## config.mk

```make
export PLATFORM = sky130hd
export DESIGN_NAME = fc_weight_sequencer
export DESIGN_NICKNAME = d
export VERILOG_FILES = /design/src/rtl/fc_weight_sequencer.sv
export SDC_FILE = /design/constraint.sdc
export NUM_CORES = 1
export LEC_CHECK = 0
export ABC_CLOCK_PERIOD_IN_PS = 2200
export CAP_MARGIN = 25
export CORE_MARGIN = 3
export CORE_UTILIZATION = 35
export DETAILED_ROUTE_END_ITERATION = 10
export PLACE_DENSITY = 0.57
export SLEW_MARGIN = 20
export SYNTH_ARGS = -nofsm -noshare
export SYNTH_HDL_FRONTEND = slang
export SYNTH_SLANG_ARGS = --single-unit
```

## constraint.sdc

```tcl
create_clock -name clk -period 2.2 [get_ports clk]
set_input_delay 0.44 -clock clk [delete_from_list [all_inputs] [get_ports clk]]
set_output_delay 0.44 -clock clk [all_outputs]
set_load 0.005 [all_outputs]
```

## src/rtl/fc_weight_sequencer.sv

```systemverilog
// fc_weight_sequencer: walks the FC weight memory one row per beat over all passes, with valid/ready flow control.
// Ports:
//   clk, reset               rising-edge clock, synchronous active-high reset
//   start, abort             sweep request (honoured only in IDLE) and sweep cancel (honoured only in FETCH)
//   pe_ready                 PE array accepts the current beat
//   address_fc               weight row address, pass*FC_ROWS + row
//   read_en_MM_fc            weight-memory read enable
//   enable_MM_out_fc         weight-memory output drive enable
//   weight_valid             current beat is valid
//   last_row, last_beat      current beat ends its pass / ends the sweep
//   pass_idx                 current pass number
//   busy, done               high through FETCH / one-cycle completion pulse
//   stall_cycles             FETCH cycles with pe_ready low (present only with FC_WSEQ_PERF_EN)
// Optional feature macro: FC_WSEQ_PERF_EN
module fc_weight_sequencer #(
    parameter int ADDR_WIDTH = 9,
    parameter int FC_ROWS    = 32,
    parameter int NUM_PASSES = 1
) (
    input  logic                  clk,
    input  logic                  reset,
    input  logic                  start,
    input  logic                  abort,
    input  logic                  pe_ready,
    output logic [ADDR_WIDTH-1:0] address_fc,
    output logic                  read_en_MM_fc,
    output logic                  enable_MM_out_fc,
    output logic                  weight_valid,
    output logic                  last_row,
    output logic                  last_beat,
    output logic [7:0]            pass_idx,
    output logic                  busy,
    output logic                  done
`ifdef FC_WSEQ_PERF_EN
    ,
    output logic [31:0]           stall_cycles
`endif
);
    localparam int RW = FC_ROWS > 1 ? $clog2(FC_ROWS) : 1;

    if (FC_ROWS < 1 || NUM_PASSES < 1 || NUM_PASSES > 256 ||
        longint'(NUM_PASSES) * longint'(FC_ROWS) > (longint'(1) << ADDR_WIDTH)) begin : g_bad_params
        $error("fc_weight_sequencer: NUM_PASSES*FC_ROWS must fit in 2**ADDR_WIDTH");
    end

    typedef enum logic [1:0] {IDLE, FETCH, DONE} state_t;
    state_t state, state_next;
    logic [RW-1:0] row;
    logic accept;

    assign last_row  = state == FETCH && row == RW'(FC_ROWS - 1);
    assign last_beat = last_row && pass_idx == 8'(NUM_PASSES - 1);

    // abort outranks a same-cycle accept, so an aborted beat never advances anything
    always_comb begin
        accept     = weight_valid && pe_ready && !abort;
        state_next = state == IDLE  ? (start ? FETCH : IDLE) :
                     state == FETCH ? (abort ? IDLE : (accept && last_beat) ? DONE : FETCH) :
                                      IDLE;
    end

    always_ff @(posedge clk) begin
        state <= reset ? IDLE : state_next;
    end

    // outputs are loaded from the next state so they line up with the state register
    always_ff @(posedge clk) begin
        if (reset) begin
            read_en_MM_fc    <= 1'b0;
            enable_MM_out_fc <= 1'b0;
            weight_valid     <= 1'b0;
            busy             <= 1'b0;
            done             <= 1'b0;
        end else begin
            read_en_MM_fc    <= state_next == FETCH;
            enable_MM_out_fc <= state_next == FETCH;
            weight_valid     <= state_next == FETCH;
            busy             <= state_next == FETCH;
            done             <= state_next == DONE;
        end
    end

    // the pass stride equals FC_ROWS, so the address simply counts accepted beats
    always_ff @(posedge clk) begin
        if (reset || state_next != FETCH) begin
            row        <= '0;
            pass_idx   <= '0;
            address_fc <= '0;
        end else if (accept) begin
            row        <= last_row ? '0 : row + RW'(1);
            pass_idx   <= last_row ? pass_idx + 8'd1 : pass_idx;
            address_fc <= address_fc + ADDR_WIDTH'(1);
        end
    end

`ifdef FC_WSEQ_PERF_EN
    always_ff @(posedge clk) begin
        if (reset || (state == IDLE && start))
            stall_cycles <= '0;
        else if (state == FETCH && !pe_ready && stall_cycles != '1)
            stall_cycles <= stall_cycles + 32'd1;
    end
`endif
endmodule

```

==> flow_results.xml <==
<?xml version="1.0" encoding="UTF-8"?>
<metrics>
  <group name="global_routing">
    <metric name="pin_count_of_the_biggest_net_entering_global_routing" unit="">15</metric>
    <metric name="global_route_wire_length_before_repair" unit="um">4550</metric>
    <metric name="first_global_vias" unit="">982</metric>
    <metric name="grtUsageMet3" unit="">0.0233</metric>
    <metric name="number_of_antenna_violations_at_the_first_check_in_global_routing" unit="">0</metric>
    <metric name="use_met1" unit="">0.166</metric>
    <metric name="grtUsageMet2" unit="">0.216</metric>
    <metric name="layer_with_the_highest_usage" unit="">met2</metric>
    <metric name="grt_usage" unit="">0.130</metric>
    <metric name="grt_overflow_total" unit="">0</metric>
  </group>
  <group name="hold_path">
    <metric name="hold_end" unit="">row[2]$_SDFFE_PP0P_</metric>
    <metric name="timing.hold.worst_path_depth" unit="">2</metric>
    <metric name="critical_hold_path_startpoint" unit="">row[2]$_SDFFE_PP0P_</metric>
    <metric name="min_path_type" unit="">flop to flop</metric>
  </group>
  <group name="timing">
    <metric name="max-slew-margin-rel" unit="">0.751</metric>
    <metric name="fin_worst_hold_slack" unit="ps">502</metric>
    <metric name="timing.final.crit_period" unit="ps">2110</metric>
    <metric name="setup_tns" unit="ps">0</metric>
    <metric name="fmax" unit="MHz">474</metric>
    <metric name="worst_clock_skew" unit="ps">2.91</metric>
    <metric name="rsz0062_at_grt" unit="">no</metric>
    <metric name="final_critical_path_setup_slack" unit="ps">89.8</metric>
    <metric name="timing_worst_slew_pin_value" unit="ps">373</metric>
    <metric name="setup_viol" unit="">0</metric>
    <metric name="post-route-period-util" unit="">0.959</metric>
    <metric name="timing.final.hold_violations" unit="">0</metric>
    <metric name="number_of_pins_exceeding_their_max_slew_limit_in_the_final_report" unit="">0</metric>
  </group>
  <group name="status">
    <metric name="run_status" unit="">completed</metric>
  </group>
  <group name="pwr">
    <metric name="switching_share" unit="">0.215</metric>
    <metric name="clockPowerShare" unit="">0.368</metric>
    <metric name="power.static_leakage" unit="nW">0.669</metric>
    <metric name="report.power.total" unit="mW">0.845</metric>
    <metric name="netSwitchingPower" unit="mW">0.182</metric>
    <metric name="power.share.sequential" unit="">0.564</metric>
    <metric name="internal_power" unit="mW">0.664</metric>
    <metric name="power.share.combinational" unit="">0.068</metric>
    <metric name="power_density" unit="nW/um^2">489</metric>
    <metric name="power.ir.vdd_worst" unit="mV">0.227</metric>
  </group>
  <group name="routing">
    <metric name="wl" unit="um">2640</metric>
    <metric name="drtAntennaViolNets" unit="">0</metric>
    <metric name="route.detailed.drc" unit="">0</metric>
    <metric name="wl_per_cell" unit="um">12.2</metric>
    <metric name="detail_route.vias_per_cell" unit="">4.68</metric>
    <metric name="number_of_search_and_repair_iterations_in_the_first_detailed_routing_pass" unit="">4</metric>
    <metric name="drt_iter0_drc" unit="">39</metric>
    <metric name="dr_total_vias" unit="">1010</metric>
  </group>
  <group name="run">
    <metric name="cap_violations" unit="">0</metric>
  </group>
  <group name="yosys">
    <metric name="postSynthAreaPerCell" unit="sq um">9.62</metric>
    <metric name="synth_edf_count" unit="">0</metric>
    <metric name="ys_seq_area_frac" unit="">0.395</metric>
    <metric name="netlist.area_leader.share" unit="">0.395</metric>
    <metric name="synth_top_cell_by_area" unit="">sky130_fd_sc_hd__dfxtp_1</metric>
    <metric name="post_synth_main_area_contributors" unit="">sky130_fd_sc_hd__dfxtp_1, sky130_fd_sc_hd__xor2_1, sky130_fd_sc_hd__nor2_1</metric>
    <metric name="netlist_instances" unit="">137</metric>
    <metric name="synthArstFlopShare" unit="">0</metric>
    <metric name="synth-warning-count" unit="">0</metric>
    <metric name="synth.cell_area" unit="sq um">1320</metric>
    <metric name="synth-seq-cells" unit="">26</metric>
    <metric name="yosys_most_used_dff" unit="">sky130_fd_sc_hd__dfxtp_1</metric>
    <metric name="post_synth_num_cell_types" unit="">34</metric>
    <metric name="postSynthNetCount" unit="">147</metric>
  </group>
  <group name="clock_network">
    <metric name="worst_skew_pair.late_latency" unit="ps">270</metric>
    <metric name="tritoncts_num_sinks" unit="">26</metric>
    <metric name="cts.reportedPaths.clkPinSlew" unit="ps">90</metric>
    <metric name="cts.root.buffer_cell" unit="">sky130_fd_sc_hd__clkbuf_8</metric>
    <metric name="clockBufferDepth" unit="">2</metric>
    <metric name="cts_hold_repair.buffers" unit="">0</metric>
    <metric name="cts-htree-levels" unit="">1</metric>
    <metric name="cts_tree" unit="">built</metric>
    <metric name="cts_buffers" unit="">3</metric>
  </group>
  <group name="die">
    <metric name="die_w" unit="um">67.4</metric>
    <metric name="die_y" unit="um">67.4</metric>
    <metric name="core.rowCount" unit="">21</metric>
    <metric name="top_level_ports" unit="">29</metric>
    <metric name="die_area" unit="sq um">4540</metric>
    <metric name="start_util" unit="">0.380</metric>
    <metric name="placeableCoreArea" unit="sq um">3470</metric>
  </group>
  <group name="critical_path">
    <metric name="critical_path.max_fanout" unit="">3</metric>
    <metric name="worstRegToRegCells" unit="">10</metric>
    <metric name="worst-endpoint-required" unit="ps">1760</metric>
    <metric name="worst_setup_path_end_kind" unit="">output port</metric>
    <metric name="r2r_startpoint" unit="">row[0]$_SDFFE_PP0P_</metric>
    <metric name="cp_startpoint_kind" unit="">flop</metric>
    <metric name="setup.worst_path.class" unit="">flop to output port</metric>
    <metric name="arrival" unit="ps">1670</metric>
    <metric name="r2r_end" unit="">row[1]$_SDFFE_PP0P_</metric>
    <metric name="timing.reg2reg.setup_slack" unit="ps">230</metric>
  </group>
  <group name="placed_design">
    <metric name="place_worst_setup_slack" unit="ps">38.3</metric>
    <metric name="place_congestion" unit="">0.810</metric>
    <metric name="place_hpwl" unit="um">1880</metric>
    <metric name="place.port_buffers" unit="">28</metric>
  </group>
  <group name="layout">
    <metric name="n_antenna_cell" unit="">0</metric>
    <metric name="finalNetCount" unit="">181</metric>
    <metric name="multiInputGateArea" unit="sq um">707</metric>
    <metric name="n_fill_cell" unit="">332</metric>
    <metric name="storage_cell_area" unit="sq um">526</metric>
    <metric name="layout-drive-gt1-share" unit="">0.200</metric>
    <metric name="area_delta_synth_final" unit="%">31.1</metric>
  </group>
</metrics>
[cells by family after synthesis]
group           after synthesis  synth area share
simple gates                 67             0.325
flops                        26             0.395
xor+xnor                     15            0.0997
buf+inv                      14            0.0836
compound gates                9            0.0418
fa+ha+maj                     5            0.0475
mux                           1           0.00760
[power groups by stage]
| stage | Combinational [mW] | Sequential, mW | Clock (mW) |
|---|---|---|---|
| 6_report | 0.0576 | 0.477 | 0.311 |
| 5_1_grt | 0.0630 | 0.478 | 0.337 |
| 4_1_cts | 0.0585 | 0.478 | 0.323 |
| 3_5_place_dp | 0.0583 | 0.489 | 0 |
| 3_3_place_gp | 0.0578 | 0.489 | 0 |
| 2_1_floorplan | 0.0353 | 0.488 | 0 |
[area by class of cell]
| type | count | area share |
|---|---|---|
| clock buffers | 4 | 0.0319 |
| multi-input cells | 97 | 0.409 |
| well taps | 46 | 0.0333 |
| inverters | 6 | 0.0130 |
| flip-flops and latches | 26 | 0.304 |
| repair buffers | 37 | 0.209 |
[worst max-delay path, stage by stage (launching register included)]
cell and delay, ps:
sky130_fd_sc_hd__dfxtp_4 370, sky130_fd_sc_hd__ha_4 160, sky130_fd_sc_hd__and3_4 170, sky130_fd_sc_hd__ha_2 150
sky130_fd_sc_hd__and3b_2 220, sky130_fd_sc_hd__and3_1 140, sky130_fd_sc_hd__clkdlybuf4s15_1 190
[worst max-delay path by stage]
stage | to | depth (start not counted) | startpoint
2_1_floorplan | last_beat | 6 | row[0]$_SDFFE_PP0P_
3_3_place_gp | last_beat | 6 | row[1]$_SDFFE_PP0P_
3_5_place_dp | last_beat | 6 | row[1]$_SDFFE_PP0P_
4_1_cts | last_beat | 6 | row[1]$_SDFFE_PP0P_
5_1_grt | last_beat | 6 | row[0]$_SDFFE_PP0P_
6_report | last_beat | 6 | row[0]$_SDFFE_PP0P_
[cell usage after synthesis, types with 3 or more instances]
cell,n
sky130_fd_sc_hd__nand3_1,4
sky130_fd_sc_hd__nand4_1,5
sky130_fd_sc_hd__inv_1,6
sky130_fd_sc_hd__and3_1,5
sky130_fd_sc_hd__dfxtp_1,26
sky130_fd_sc_hd__xnor2_1,6
sky130_fd_sc_hd__nor2_1,17
sky130_fd_sc_hd__buf_6,4
sky130_fd_sc_hd__a21oi_1,3
sky130_fd_sc_hd__nor2_2,5
sky130_fd_sc_hd__ha_1,5
sky130_fd_sc_hd__nand2_1,8
sky130_fd_sc_hd__buf_4,3
sky130_fd_sc_hd__xor2_1,9
sky130_fd_sc_hd__nor2b_1,3
sky130_fd_sc_hd__nor3_1,6
[routing by layer]
metal | vias up | wire length (um) | part of all wire
met5 | - | 0 | 0
met4 | 0 | 38 | 0.014
met3 | 5 | 93 | 0.035
met2 | 17 | 1250 | 0.47
met1 | 466 | 1260 | 0.48
li1 | 522 | - | -
[registers in the layout, summed over array words and instances, names as in the netlist]
name / count
busy: 1
row: 5
pass_idx: 8
state: 2
address_fc: 9
done: 1
[through the flow]
step / area, sq um / util / cells
2_1_floorplan: 1320 / - / 137
3_3_place_gp: 1630 / 0.471 / 210
3_5_place_dp: 1630 / 0.471 / 210
4_1_cts: 1710 / 0.492 / 216
5_1_grt: 1730 / 0.498 / 216
6_report: 1730 / 0.498 / 216
[placed cells by master, fill, tap and decap left out, types with 3 or more instances in the layout]
cell,netlist,layout
sky130_fd_sc_hd__dfxtp_1,26,24
sky130_fd_sc_hd__nor3_1,6,6
sky130_fd_sc_hd__nand4_1,5,5
sky130_fd_sc_hd__nor2_2,5,5
sky130_fd_sc_hd__nor2b_1,3,3
sky130_fd_sc_hd__nand2_1,8,8
sky130_fd_sc_hd__and3_1,5,4
sky130_fd_sc_hd__xor2_1,9,9
sky130_fd_sc_hd__ha_1,5,3
sky130_fd_sc_hd__clkdlybuf4s50_1,0,26
sky130_fd_sc_hd__buf_4,3,8
sky130_fd_sc_hd__nor2_1,17,17
sky130_fd_sc_hd__inv_1,6,6
sky130_fd_sc_hd__a21oi_1,3,3
sky130_fd_sc_hd__nand3_1,4,4
sky130_fd_sc_hd__xnor2_1,6,6
sky130_fd_sc_hd__clkbuf_8,0,4
[timing repair]
item	4_1_cts	5_1_grt
gates resized for setup	5	6
endpoints found under the setup margin	2	2
buffers inserted	2	0
pin swaps	0	0
(Power assumes the default switching activity.)
